==> src/rtl/picorv32_mem_dma.sv <==
// Word-copy DMA initiator on the PicoRV32 native memory bus: copies len words
// from src to dst as strictly alternating read/write handshakes.
module picorv32_mem_dma #(
  parameter int LEN_BITS = 16
) (
  input  logic                clk,
  input  logic                reset,
  input  logic                start,
  input  logic [31:0]         src_addr,
  input  logic [31:0]         dst_addr,
  input  logic [LEN_BITS-1:0] len,
  input  logic                abort,
  output logic                busy,
  output logic                done,
  output logic                error,
  output logic [LEN_BITS-1:0] words_done,
  output logic                mem_valid,
  input  logic                mem_ready,
  output logic [31:0]         mem_addr,
  output logic [31:0]         mem_wdata,
  output logic [3:0]          mem_wstrb,
  input  logic [31:0]         mem_rdata
);

  typedef enum logic [1:0] {IDLE, READ, WRITE, FINISH} state_e;

  state_e              state_q, state_d;
  logic [31:0]         src_q, src_d;
  logic [31:0]         dst_q, dst_d;
  logic [31:0]         hold_q, hold_d;
  logic [LEN_BITS-1:0] len_q, len_d;
  logic [LEN_BITS-1:0] cnt_q, cnt_d;
  logic                abort_q, abort_d;
  logic                error_q, error_d;

  logic [LEN_BITS-1:0] cnt_inc;
  logic [31:0]         offset;
  logic                abort_seen;

  assign cnt_inc    = cnt_q + LEN_BITS'(1);
  assign offset     = 32'({cnt_q, 2'b00});
  // An abort arriving in the handshake cycle itself still ends the current pair.
  assign abort_seen = abort_q | abort;

  assign error      = error_q;
  assign words_done = cnt_q;

  // NOTE: every output and next-state value gets a default first, so no path
  // through the case statement can leave a signal unassigned and infer a latch.
  always_comb begin
    state_d   = state_q;
    src_d     = src_q;
    dst_d     = dst_q;
    hold_d    = hold_q;
    len_d     = len_q;
    cnt_d     = cnt_q;
    abort_d   = abort_q;
    error_d   = error_q;
    busy      = 1'b0;
    done      = 1'b0;
    mem_valid = 1'b0;
    mem_addr  = 32'h0;
    mem_wdata = 32'h0;
    mem_wstrb = 4'h0;

    case (state_q)
      IDLE: begin
        if (start) begin
          src_d   = src_addr;
          dst_d   = dst_addr;
          len_d   = len;
          cnt_d   = '0;
          abort_d = 1'b0;
          error_d = 1'b0;
          if (len == '0) begin
            state_d = FINISH;
          end else if ((src_addr[1:0] != 2'b00) || (dst_addr[1:0] != 2'b00)) begin
            error_d = 1'b1;
            state_d = FINISH;
          end else begin
            state_d = READ;
          end
        end
      end

      READ: begin
        busy      = 1'b1;
        mem_valid = 1'b1;
        mem_addr  = src_q + offset;
        abort_d   = abort_seen;
        if (mem_ready) begin
          hold_d  = mem_rdata;
          state_d = WRITE;
        end
      end

      WRITE: begin
        busy      = 1'b1;
        mem_valid = 1'b1;
        mem_addr  = dst_q + offset;
        mem_wdata = hold_q;
        mem_wstrb = 4'hf;
        abort_d   = abort_seen;
        if (mem_ready) begin
          cnt_d = cnt_inc;
          if ((cnt_inc == len_q) || abort_seen) begin
            error_d = abort_seen;
            state_d = FINISH;
          end else begin
            state_d = READ;
          end
        end
      end

      FINISH: begin
        done    = 1'b1;
        state_d = IDLE;
      end

      default: state_d = IDLE;
    endcase
  end

  // NOTE: state registers use non-blocking assignments so every flop samples
  // the values from before the edge, independent of statement order.
  always_ff @(posedge clk) begin
    if (reset) begin
      state_q <= IDLE;
      src_q   <= 32'h0;
      dst_q   <= 32'h0;
      hold_q  <= 32'h0;
      len_q   <= '0;
      cnt_q   <= '0;
      abort_q <= 1'b0;
      error_q <= 1'b0;
    end else begin
      state_q <= state_d;
      src_q   <= src_d;
      dst_q   <= dst_d;
      hold_q  <= hold_d;
      len_q   <= len_d;
      cnt_q   <= cnt_d;
      abort_q <= abort_d;
      error_q <= error_d;
    end
  end

endmodule

==> config.mk <==
export PLATFORM = sky130hd
export DESIGN_NAME = picorv32_mem_dma
export DESIGN_NICKNAME = d
export VERILOG_FILES = /design/src/rtl/picorv32_mem_dma.sv
export SDC_FILE = /design/constraint.sdc
export NUM_CORES = 1
export LEC_CHECK = 0
export ABC_AREA = 1
export BUFFER_PORTS_ARGS = -buffer_cell sky130_fd_sc_hd__clkbuf_2
export CORE_MARGIN = 2
export CORE_UTILIZATION = 55
export CTS_BUF_LIST = sky130_fd_sc_hd__clkbuf_2 sky130_fd_sc_hd__clkbuf_4 sky130_fd_sc_hd__clkbuf_8
export DETAILED_ROUTE_END_ITERATION = 16
export GPL_TIMING_DRIVEN = 0
export PLACE_DENSITY = 0.83
export SLEW_MARGIN = 20
export SYNTH_ARGS = -nofsm -noshare
export SYNTH_HDL_FRONTEND = slang
export SYNTH_SLANG_ARGS = --single-unit
==> constraint.sdc <==
create_clock -name clk -period 9.51 [get_ports clk]
set_input_delay 0.951 -clock clk [delete_from_list [all_inputs] [get_ports clk]]
set_output_delay 0.951 -clock clk [all_outputs]
set_load 0.1 [all_outputs]
### After elaboration in Yosys (flattened, before gate mapping)

Index checks and enable logic that the tools add are counted.

* add/sub/neg operators: 3
* multipliers: 0
* divide/modulo/power cells: 0
* $lt $le $gt $ge: 0
* equality and inequality tests: 8
* shift operators: 0
* multiplexer cells: 23
* bitwise gates (word level): 1
* reduce and logical (&&, ||, !) cells: 15

Operators with widths (number)
* $add A32 B18 Y32: 2
* $pmux W32 S2: 1
* $mux W16: 2
* $mux W32: 1
* $pmux W16 S2: 1
* $add A16 B1 Y16 const B: 1
* $eq A16 B16 Y1: 1
* $logic_not A16 Y1: 1
* $mux W2: 6
* $mux W1: 8
* $ne A2 B2 Y1 const B: 4
* $pmux W2 S4: 1
* $reduce_bool A2 Y1: 4
* $reduce_and A2 Y1: 3
* $reduce_and A3 Y1: 2
* $eq A2 B2 Y1 const B: 2
* $mux W4: 1
* $pmux W1 S2: 2
* $reduce_and A4 Y1: 1
* $eq A2 B1 Y1 const B: 1
* $logic_not A2 Y1: 1
* $logic_or A1 B1 Y1: 2
* $reduce_or A2 Y1: 1
* $or A1 B1 Y1: 1

* register bits: 132
* bits in latches: 0
* bits in writable memories: 0
* bits in read-only memories: 0
* input bits: 117
* output and inout bits: 88
* memories kept: 0

### Longest topological paths before layout

Gate-level depths: netlist of the first run.

* depth after elaboration: 6
* depth in mapped cells: 24

### Least setup slack after synthesis of the first run

Ideal clock, no wire load.

* path kind: register to output
* start point: register state_q[0]
* end point: output mem_addr[20]
* arrival time: 5098 ps
* data required time: 8559 ps
* setup slack: 3461 ps
* stages on the path, launching flop included: 23
* path buffers: 4
* cell sequence: dfxtp_1 -> inv_1 -> ha_1 -> buf_6 -> clkbuf_8 -> clkbuf_8 -> clkbuf_1 -> nand2_1 -> nand2_1 -> ha_1 -> fa_1 -> nand3_1 -> nand2_1 -> nand2_1 -> inv_1 -> nand2_1 -> nand2_1 -> a21boi_2 -> o21bai_1 -> nand2_1 -> nand2_2 -> nand2_1 -> a21oi_1

* longest elaborated chain between the ends: 2
* elaborated cells on any way between the ends: 3

RTL lines
* start, declared: line 27 `state_e state_q, state_d;`
* start signal, assigned: line 137 `state_q <= state_d;`
* $eq A2 B2 Y1 / $eq A2 B1 Y1 (equally long branches): line 66 `case (state_q)`
* $pmux W32 S2 (*): line 66
* end, declared: line 19 `output logic [31:0] mem_addr,`

Every way passes the cells marked *; elsewhere a longest branch is shown, timed or not.

### Worst setup path after layout of the first run

* start point: register state_q[0]
* end point: output mem_addr[26]

Same word-level chain as after synthesis.

==> results of run 1 <==
## registers in the layout (all words and copies together) (netlist names)
register    cells
abort_q         1
dst_q          32
state_q         2
len_q          16
src_q          32
error           1
hold_q         32
words_done     16
## final cells by class
cell class,instances,area [µm²],area share [%]
multi-input cells,847,4010,44.3
flip-flops and latches,132,2640,29.3
repair buffers,204,1020,11.3
inverters,118,443,4.90
plain buffers,57,274,3.03
clock buffers,18,241,2.67
well taps,176,220,2.44
clock inverters,13,185,2.05
## routing by layer
metal | global-route usage, % | vias to the layer above | routed length (µm)
met3 | 7.98 | 46 | 2080
met2 | 53.9 | 372 | 10800
met1 | 39.6 | 3655 | 9520
met4 | 13.5 | 0 | 616
met5 | 0 | - | 0
li1 | - | 4179 | -
## how the worst min path moves through the flow
stage,start,end,cells past startpoint
CTS,src_q[21]$_SDFFE_PP0P_,src_q[21]$_SDFFE_PP0P_,2
finish,src_q[26]$_SDFFE_PP0P_,src_q[26]$_SDFFE_PP0P_,2
global route,src_q[22]$_SDFFE_PP0P_,src_q[22]$_SDFFE_PP0P_,2
detailed placement,src_q[21]$_SDFFE_PP0P_,src_q[21]$_SDFFE_PP0P_,2
global placement,src_q[21]$_SDFFE_PP0P_,src_q[21]$_SDFFE_PP0P_,2
floorplan,src_q[19]$_SDFFE_PP0P_,src_q[19]$_SDFFE_PP0P_,2
## cells by family (layout without fill, tap and decap cells)
family,Yosys count,count (layout)
simple gates,560,560
compound gates,260,260
buf+inv,175,410
flops,132,132
fa+ha+maj,24,24
xor+xnor,2,2
mux,1,1
## cell usage in the layout (no fill, tap or decap), types with 2 or more instances in the layout
master,instances
nor2_4,3
o21a_1,6
buf_1,4
buf_2,2
clkbuf_1,42
buf_4,4
nand2_2,3
o21ai_1,4
o21ai_0,147
clkbuf_2,204
nor4_1,4
nand4_1,16
nand3_1,56
buf_6,3
a21o_1,3
nor3_1,6
nor2_1,230
nor2_2,3
a32oi_1,2
a21oi_2,2
inv_2,2
clkinv_4,2
o211ai_1,3
o21bai_1,3
clkinvlp_4,5
nand2_1,230
dfxtp_1,132
or2_2,2
inv_1,115
a21oi_1,86
bufinv_16,4
ha_1,23
nand3b_1,3
clkbuf_8,19
clkinv_2,2
## report_power, final
group / total [mW] / internal [mW] / leakage [nW] / switching (mW)
registers: 0.747 / 0.682 / 1.08 / 0.0650
logic: 1.22 / 0.291 / 3.08 / 0.932
clock network: 0.512 / 0.286 / 0.200 / 0.226
total: 2.48 / 1.26 / 4.36 / 1.22
## critical path, cell delays in order, from the launching register on
cell	delay [ps]
dfxtp_1	340
inv_1	100
ha_1	420
buf_6	210
clkbuf_8	180
clkbuf_8	180
clkbuf_1	520
nand2_1	110
nand2_1	150
ha_1	270
fa_1	240
nand3_1	90
nand2_1	100
nand2_1	50
inv_1	70
nand2_1	50
nand2_1	100
a21boi_2	90
o21bai_1	280
nand2_1	110
nand2_2	120
nand2_1	100
inv_1	120
a21oi_1	70
nor2_1	120
clkbuf_2	460
## per-stage QoR
stage          hold WS (ps)  util [%]  power, mW  instance area [µm²]
2_1_floorplan           424         -       1.69                 7370
3_3_place_gp            435      65.5       1.94                 8610
3_5_place_dp            440      65.5       1.96                 8610
4_1_cts                 452      68.8       2.47                 9030
5_1_grt                 471      68.8       2.62                 9030
6_report                450      68.8       2.48                 9030
==> summary.txt, run 1 <==
Run status
  – Status: completed

Synthesis
  – Sequential share of the synthesized area: 35.9%
  – Post-Synth XOR/XNOR Area: less than 1%
  – Adder-cell share of the synthesized area: ~4.2%
  – Largest family of logic cells by synthesized area: simple AND/OR/NAND/NOR gates
  – Cell count after synthesis: between 1k and 1.5k
  – Post-Syn Area: 7370 µm²
  – Area leader, netlist: dfxtp_1
  – Simple-Gate Fraction of Synth Area: 31.2%
  – Post-synth EDFFs: 0
  – Top post-synthesis cells by area: dfxtp_1 36%, nand2_1 12%, nor2_1 12%, o21ai_0 10%, inv_1 5.9%
  – Syn_area_per_cell: 6.38 µm²
  – Count of different cell masters after synthesis: 43
  – Post-synthesis register bit count: 132
  – Compound-Gate Fraction of Synth Area: 18.6%
  – Yosys top cell area share: 35.9%
  – FFs w/ async S/R, synth: 0%
  – Post-synthesis mux area share: 0.136%
  – Prevailing post-synth register cell: dfxtp_1
  – Synth warn: 0
  – Syn_nets: around 1.3k
  – Commonest cells in the netlist: 230 x nand2_1, 230 x nor2_1, 147 x o21ai_0

GRT
  – First-pass GRT wire length: 36100 µm
  – Initial antenna violation count: 0
  – Pin count of the biggest net entering global routing: 17
  – Vias in the first global route: 7415
  – Grt total ovfl: 0
  – All-Layer GR Usage: between 30% and 40%

Routing
  – Routed Antenna Nets: 0
  – DRC violations left: 0
  – Vias post-DR: 8252
  – First-pass DRT Iterations: 6
  – DR vias/cell: approximately 5.3
  – Wire per inst: 14.7 µm
  – Drt first-iter violations: 702
  – Routed wire length: about 23000 µm

Worst setup path
  – R2R Path End: words_done[11]$_SDFFE_PP0P_
  – Critical Path Source: state_q[0]$_SDFFE_PP0P_
  – Reg-to-Reg Start: state_q[0]$_SDFFE_PP0P_
  – FF-to-FF setup slack: 6850 ps
  – Crit path kind: reg -> out
  – Critical path data arrival time: 5110 ps
  – Worst setup EP type: output port
  – Startpoint Class: flop
  – Worst setup path endpoint: mem_addr[26]
  – Req. time, crit path: 8560 ps
  – CP Max Fanout: 10
  – Worst R2R Path Depth: 11

Timing
  – Worst-Margin Slew: 762 ps
  – Setup violators final: 0
  – Final WS setup: around 3500 ps
  – Final hold violation count: 0
  – Worst Skew: around 7.6 ps
  – Peak Freq: about 0.17 GHz
  – Fin crit period: 6060 ps
  – Tcrit/Tclk final: 63.7%
  – RSZ-0062 raised after global routing: false
  – Fin. max-slew vios: 0
  – Setup TNS: 0 ps
  – Slew Limit Headroom: 48.7%

Finish
  – Share of post-route cells with drive strength above 1: between 10% and 20%
  – # fillers: 1243
  – Diode count: 0
  – Fin cells: approximately 1.6k
  – Final net count: ~1.5k
  – P&R area growth vs syn: 22.6%

Pwr
  – Pwr Density: 275 nW/µm²
  – Leakage: 4.36 nW
  – Maximum VDD drop: 0.234 mV

Placement
  – Pre-CTS WS: between 4000 and 5000 ps
  – Cells after DPL: 1534
  – Port Buffers: 204
  – Post-DP HPWL: 17900 µm
  – Routability cong.: between 0.9 and 1

CTS
  – TritonCTS Sinks: around 130
  – Clock transition at path regs: 80 ps
  – Hold buffer count at cts: 0
  – H-tree depth: 4
  – CTS Root Cell: clkbuf_8
  – CTS Buf Count: 17
  – Clock Latency Late Sink: around 460 ps
  – Post-CTS Setup Repair Bufs: 0
  – Post-CTS Resized: 0
  – CTS tree: yes
  – Clock Path Buffers: 2

Die
  – Core area: roughly 13000 µm²
  – Die area: approximately 14000 µm²
  – # IOs: 205
  – Vert. Die Dim: 120 µm
  – Die width: 120 µm
  – Initial core utilization: 56.1%
  – Row cnt: 42

Min path
  – Worst Hold Class: reg -> reg

Run
  – Max_cap viols: 0
(Power assumes the default switching activity.)
==> run 2, diff against run 1 <==
- ABC_AREA: 1 -> 0
- CORE_UTILIZATION: 55 -> 49
- PLACE_DENSITY: 0.83 -> 0.79
- clock period: 9.51 -> 5 ns (I/O delays scaled with it)
==> summary.txt, run 2 <==
Run status
  – Status: completed

Worst setup path
  – Crit-path slowest cell: dfxtp_1
  – R2R Path End: error$_SDFFE_PP0P_
  – Worst R2R Path Depth: 8
  – Family with the most delay on the worst path: compound AO/OA/AOI/OAI gates
  – Reg-to-Reg Start: words_done[0]$_SDFFE_PP0P_
  – FF-to-FF setup slack: 2220 ps
  – Crit path largest cell delay: 460 ps
  – Crit path kind: reg -> out
  – Crit path buffers/inverters: 3
  – Startpoint Class: flop
  – Worst setup EP type: output port
  – CP Cell Sequence: ha_4, buf_12, buf_6, mux2_2, ha_1, fa_1, a21o_1, a21o_1, a31oi_2, o2111a_2, nor4_1, or3_1, nand2_2, clkbuf_8
  – Most prevalent standard cell on the critical path: a21o_1
  – Critical path data arrival time: 4220 ps
  – Req. time, crit path: 4500 ps
  – CP Max Fanout: 14

GRT
  – All-Layer GR Usage: between 20% and 30%
  – Pin count of the biggest net entering global routing: 29
  – Grt total ovfl: 0
  – Met3 global-route usage: 6.33%
  – Met2 GRT Util: 42.9%
  – First-pass GRT wire length: 34800 µm
  – Met1 Usage GRT: 36.9%
  – Vias in the first global route: approximately 6.9k
  – Busiest grt layer: met2
  – Initial antenna violation count: 0

Routing
  – DRC violations left: 0
  – DR vias/cell: around 5.5
  – Vias post-DR: roughly 7.5k
  – Drt first-iter violations: 550
  – First-pass DRT Iterations: 7
  – Wire per inst: 16.2 µm
  – Routed wire length: between 20000 and 25000 µm
  – Routed Antenna Nets: 0

Synthesis
  – Prevailing post-synth register cell: dfxtp_1
  – Post-Syn Area: 7220 µm²
  – Commonest cells in the netlist: 251 x nand2_1, 152 x a21oi_1, 132 x dfxtp_1
  – Sequential share of the synthesized area: 36.6%
  – Yosys top cell area share: about 37%
  – Synth warn: 0
  – Post-synthesis register bit count: about 130
  – Syn_area_per_cell: 7.52 µm²
  – FFs w/ async S/R, synth: 0%
  – Top post-synthesis cells by area: dfxtp_1 37%, nand2_1 13%, a21oi_1 11%, ha_1 4.0%, and2_1 3.1%
  – Most numerous cell in the Yosys netlist: nand2_1
  – Count of different cell masters after synthesis: 63
  – Area leader, netlist: dfxtp_1
  – Syn_nets: 1100
  – Post-synth EDFFs: 0
  – Cell count after synthesis: about 960

CTS
  – CTS tree: yes
  – Clock transition at path regs: 70 ps
  – H-tree depth: 4
  – Clock Latency Late Sink: between 400 and 500 ps
  – Hold buffer count at cts: 0
  – TritonCTS Sinks: 132
  – Clock Path Buffers: 2
  – CTS Root Cell: clkbuf_8
  – CTS Buf Count: 17

Timing
  – Setup violators final: 0
  – Tcrit/Tclk final: 94.3%
  – Slew Limit Headroom: 43.7%
  – Final hold slack: 252 ps
  – Worst-Margin Slew: roughly 840 ps
  – Setup TNS: 0 ps
  – Fin crit period: ~4700 ps
  – Final hold violation count: 0
  – Worst Skew: ~8.5 ps
  – Peak Freq: 0.212 GHz
  – RSZ-0062 raised after global routing: false
  – Fin. max-slew vios: 0

Finish
  – Share of post-route cells with drive strength above 1: 26.3%
  – Largest regs: dst_q x32, hold_q x32, src_q x32
  – Commonest cells after routing, fill and taps aside: 249 x nand2_1, 197 x clkbuf_2, 149 x a21oi_1
  – P&R area growth vs syn: 25.6%
  – Commonest non-fill, non-tap cell in the layout: nand2_1
  – # fillers: 1324
  – Diode count: 0
  – Final net count: between 1k and 1.5k

Min path
  – Hold Crit Depth: 3
  – Worst Hold Class: in -> reg
  – Worst min-delay path startpoint: src_addr[31]
  – Worst Hold End: src_q[31]$_SDFFE_PP0P_

Die
  – Die area: 15700 µm²
  – Die width: 125 µm
  – Vert. Die Dim: 125 µm
  – # IOs: 205
  – Core area: 14500 µm²
  – Initial core utilization: between 40% and 50%
  – Row cnt: 44

Placement
  – Post-DP HPWL: approximately 17000 µm
  – Port Buffers: 203
  – Routability cong.: 0.918

Pwr
  – Maximum VDD drop: 0.298 mV
  – Leakage: 3.84 nW
  – Pwr Density: 450 nW/µm²

Run
  – Max_cap viols: 0
[run 2: changes by cell type after synthesis, sizes merged, moves of 19 or more]
cell   before  now
inv       117    9
nor2      236   51
a21oi      88  152
xor2        1   23
xnor2       1   20
o21ai     151   20
and2        0   36
nand3      57   17
[run 2: worst register-to-register path: cells and delay by family, from the launching register on]
family	cells	cell delay [ps]
simple gates	4	1010
flops	1	600
xor+xnor	1	180
compound gates	1	340
fa+ha+maj	1	350
mux	1	190
[run 2: logic make-up after synthesis]
group / share of synthesized area (%)
AND/OR/NAND/NOR: 26.7
AO/OA/AOI/OAI: 18.3
flip-flops: 36.6
buffers and inverters: 4.25
XOR/XNOR: 5.22
multiplexers: 4.61
adder cells (fa/ha/maj): 4.27
[run 2: power breakdown]
part	leakage [nW]	internal (mW)	switching, mW
logic	2.57	0.551	1.36
registers	1.08	1.21	0.113
clock network	0.186	0.443	0.398
[run 2: routing by layer]
metal	routed length, µm	vias to the layer above
li1	-	3699
met1	9610	3457
met2	10100	317
met3	1660	70
met4	976	0
met5	0	-
[run 2: through the flow]
stage	area, µm²	instances	worst slack, ps	util, %	total power, mW
floorplan	7330	959	-133	-	2.76
global placement	8580	1346	-534	59.2	3.15
detailed placement	8580	1346	-569	59.2	3.19
CTS	8980	1372	10.0	62.1	4.02
global route	9060	1375	127	62.6	4.30
finish	9060	1375	285	62.6	4.08
[run 2: final cells by class]
cell class / count / area (µm²) / share of cell area, %
Clock inverter: 5 / 52.6 / 0.580
Multi-Input combinational cell: 754 / 4420 / 48.8
Buffer: 62 / 279 / 3.08
Clock buffer: 23 / 304 / 3.35
Sequential cell: 132 / 2640 / 29.2
Inverter: 9 / 33.8 / 0.373
Timing Repair Buffer: 206 / 1100 / 12.1
Tap cell: 184 / 230 / 2.54
[run 2: repair_timing]
| action | 4_1_cts | 5_1_grt |
|---|---|---|
| pin swaps | 0 | 1 |
| gates resized for setup | 16 | 6 |
| setup buffers | 0 | 2 |
| hold endpoints to repair | 0 | 0 |
| endpoints found under the setup margin | 25 | 19 |
| cloned | 0 | 1 |
[run 2: worst max-delay path by stage]
stage	start	depth (start not counted)	endpoint	slack (ps)
final	state_q[1]$_SDFFE_PP0P_	14	mem_addr[28]	280
after global routing	state_q[0]$_SDFFE_PP0P_	15	mem_addr[28]	130
after CTS	state_q[1]$_SDFFE_PP0P_	13	mem_addr[26]	10
after detailed placement	state_q[0]$_SDFFE_PP0P_	17	mem_addr[22]	-570
after global placement	state_q[0]$_SDFFE_PP0P_	17	mem_addr[22]	-530
after floorplan	state_q[0]$_SDFFE_PP0P_	16	mem_addr[26]	-130
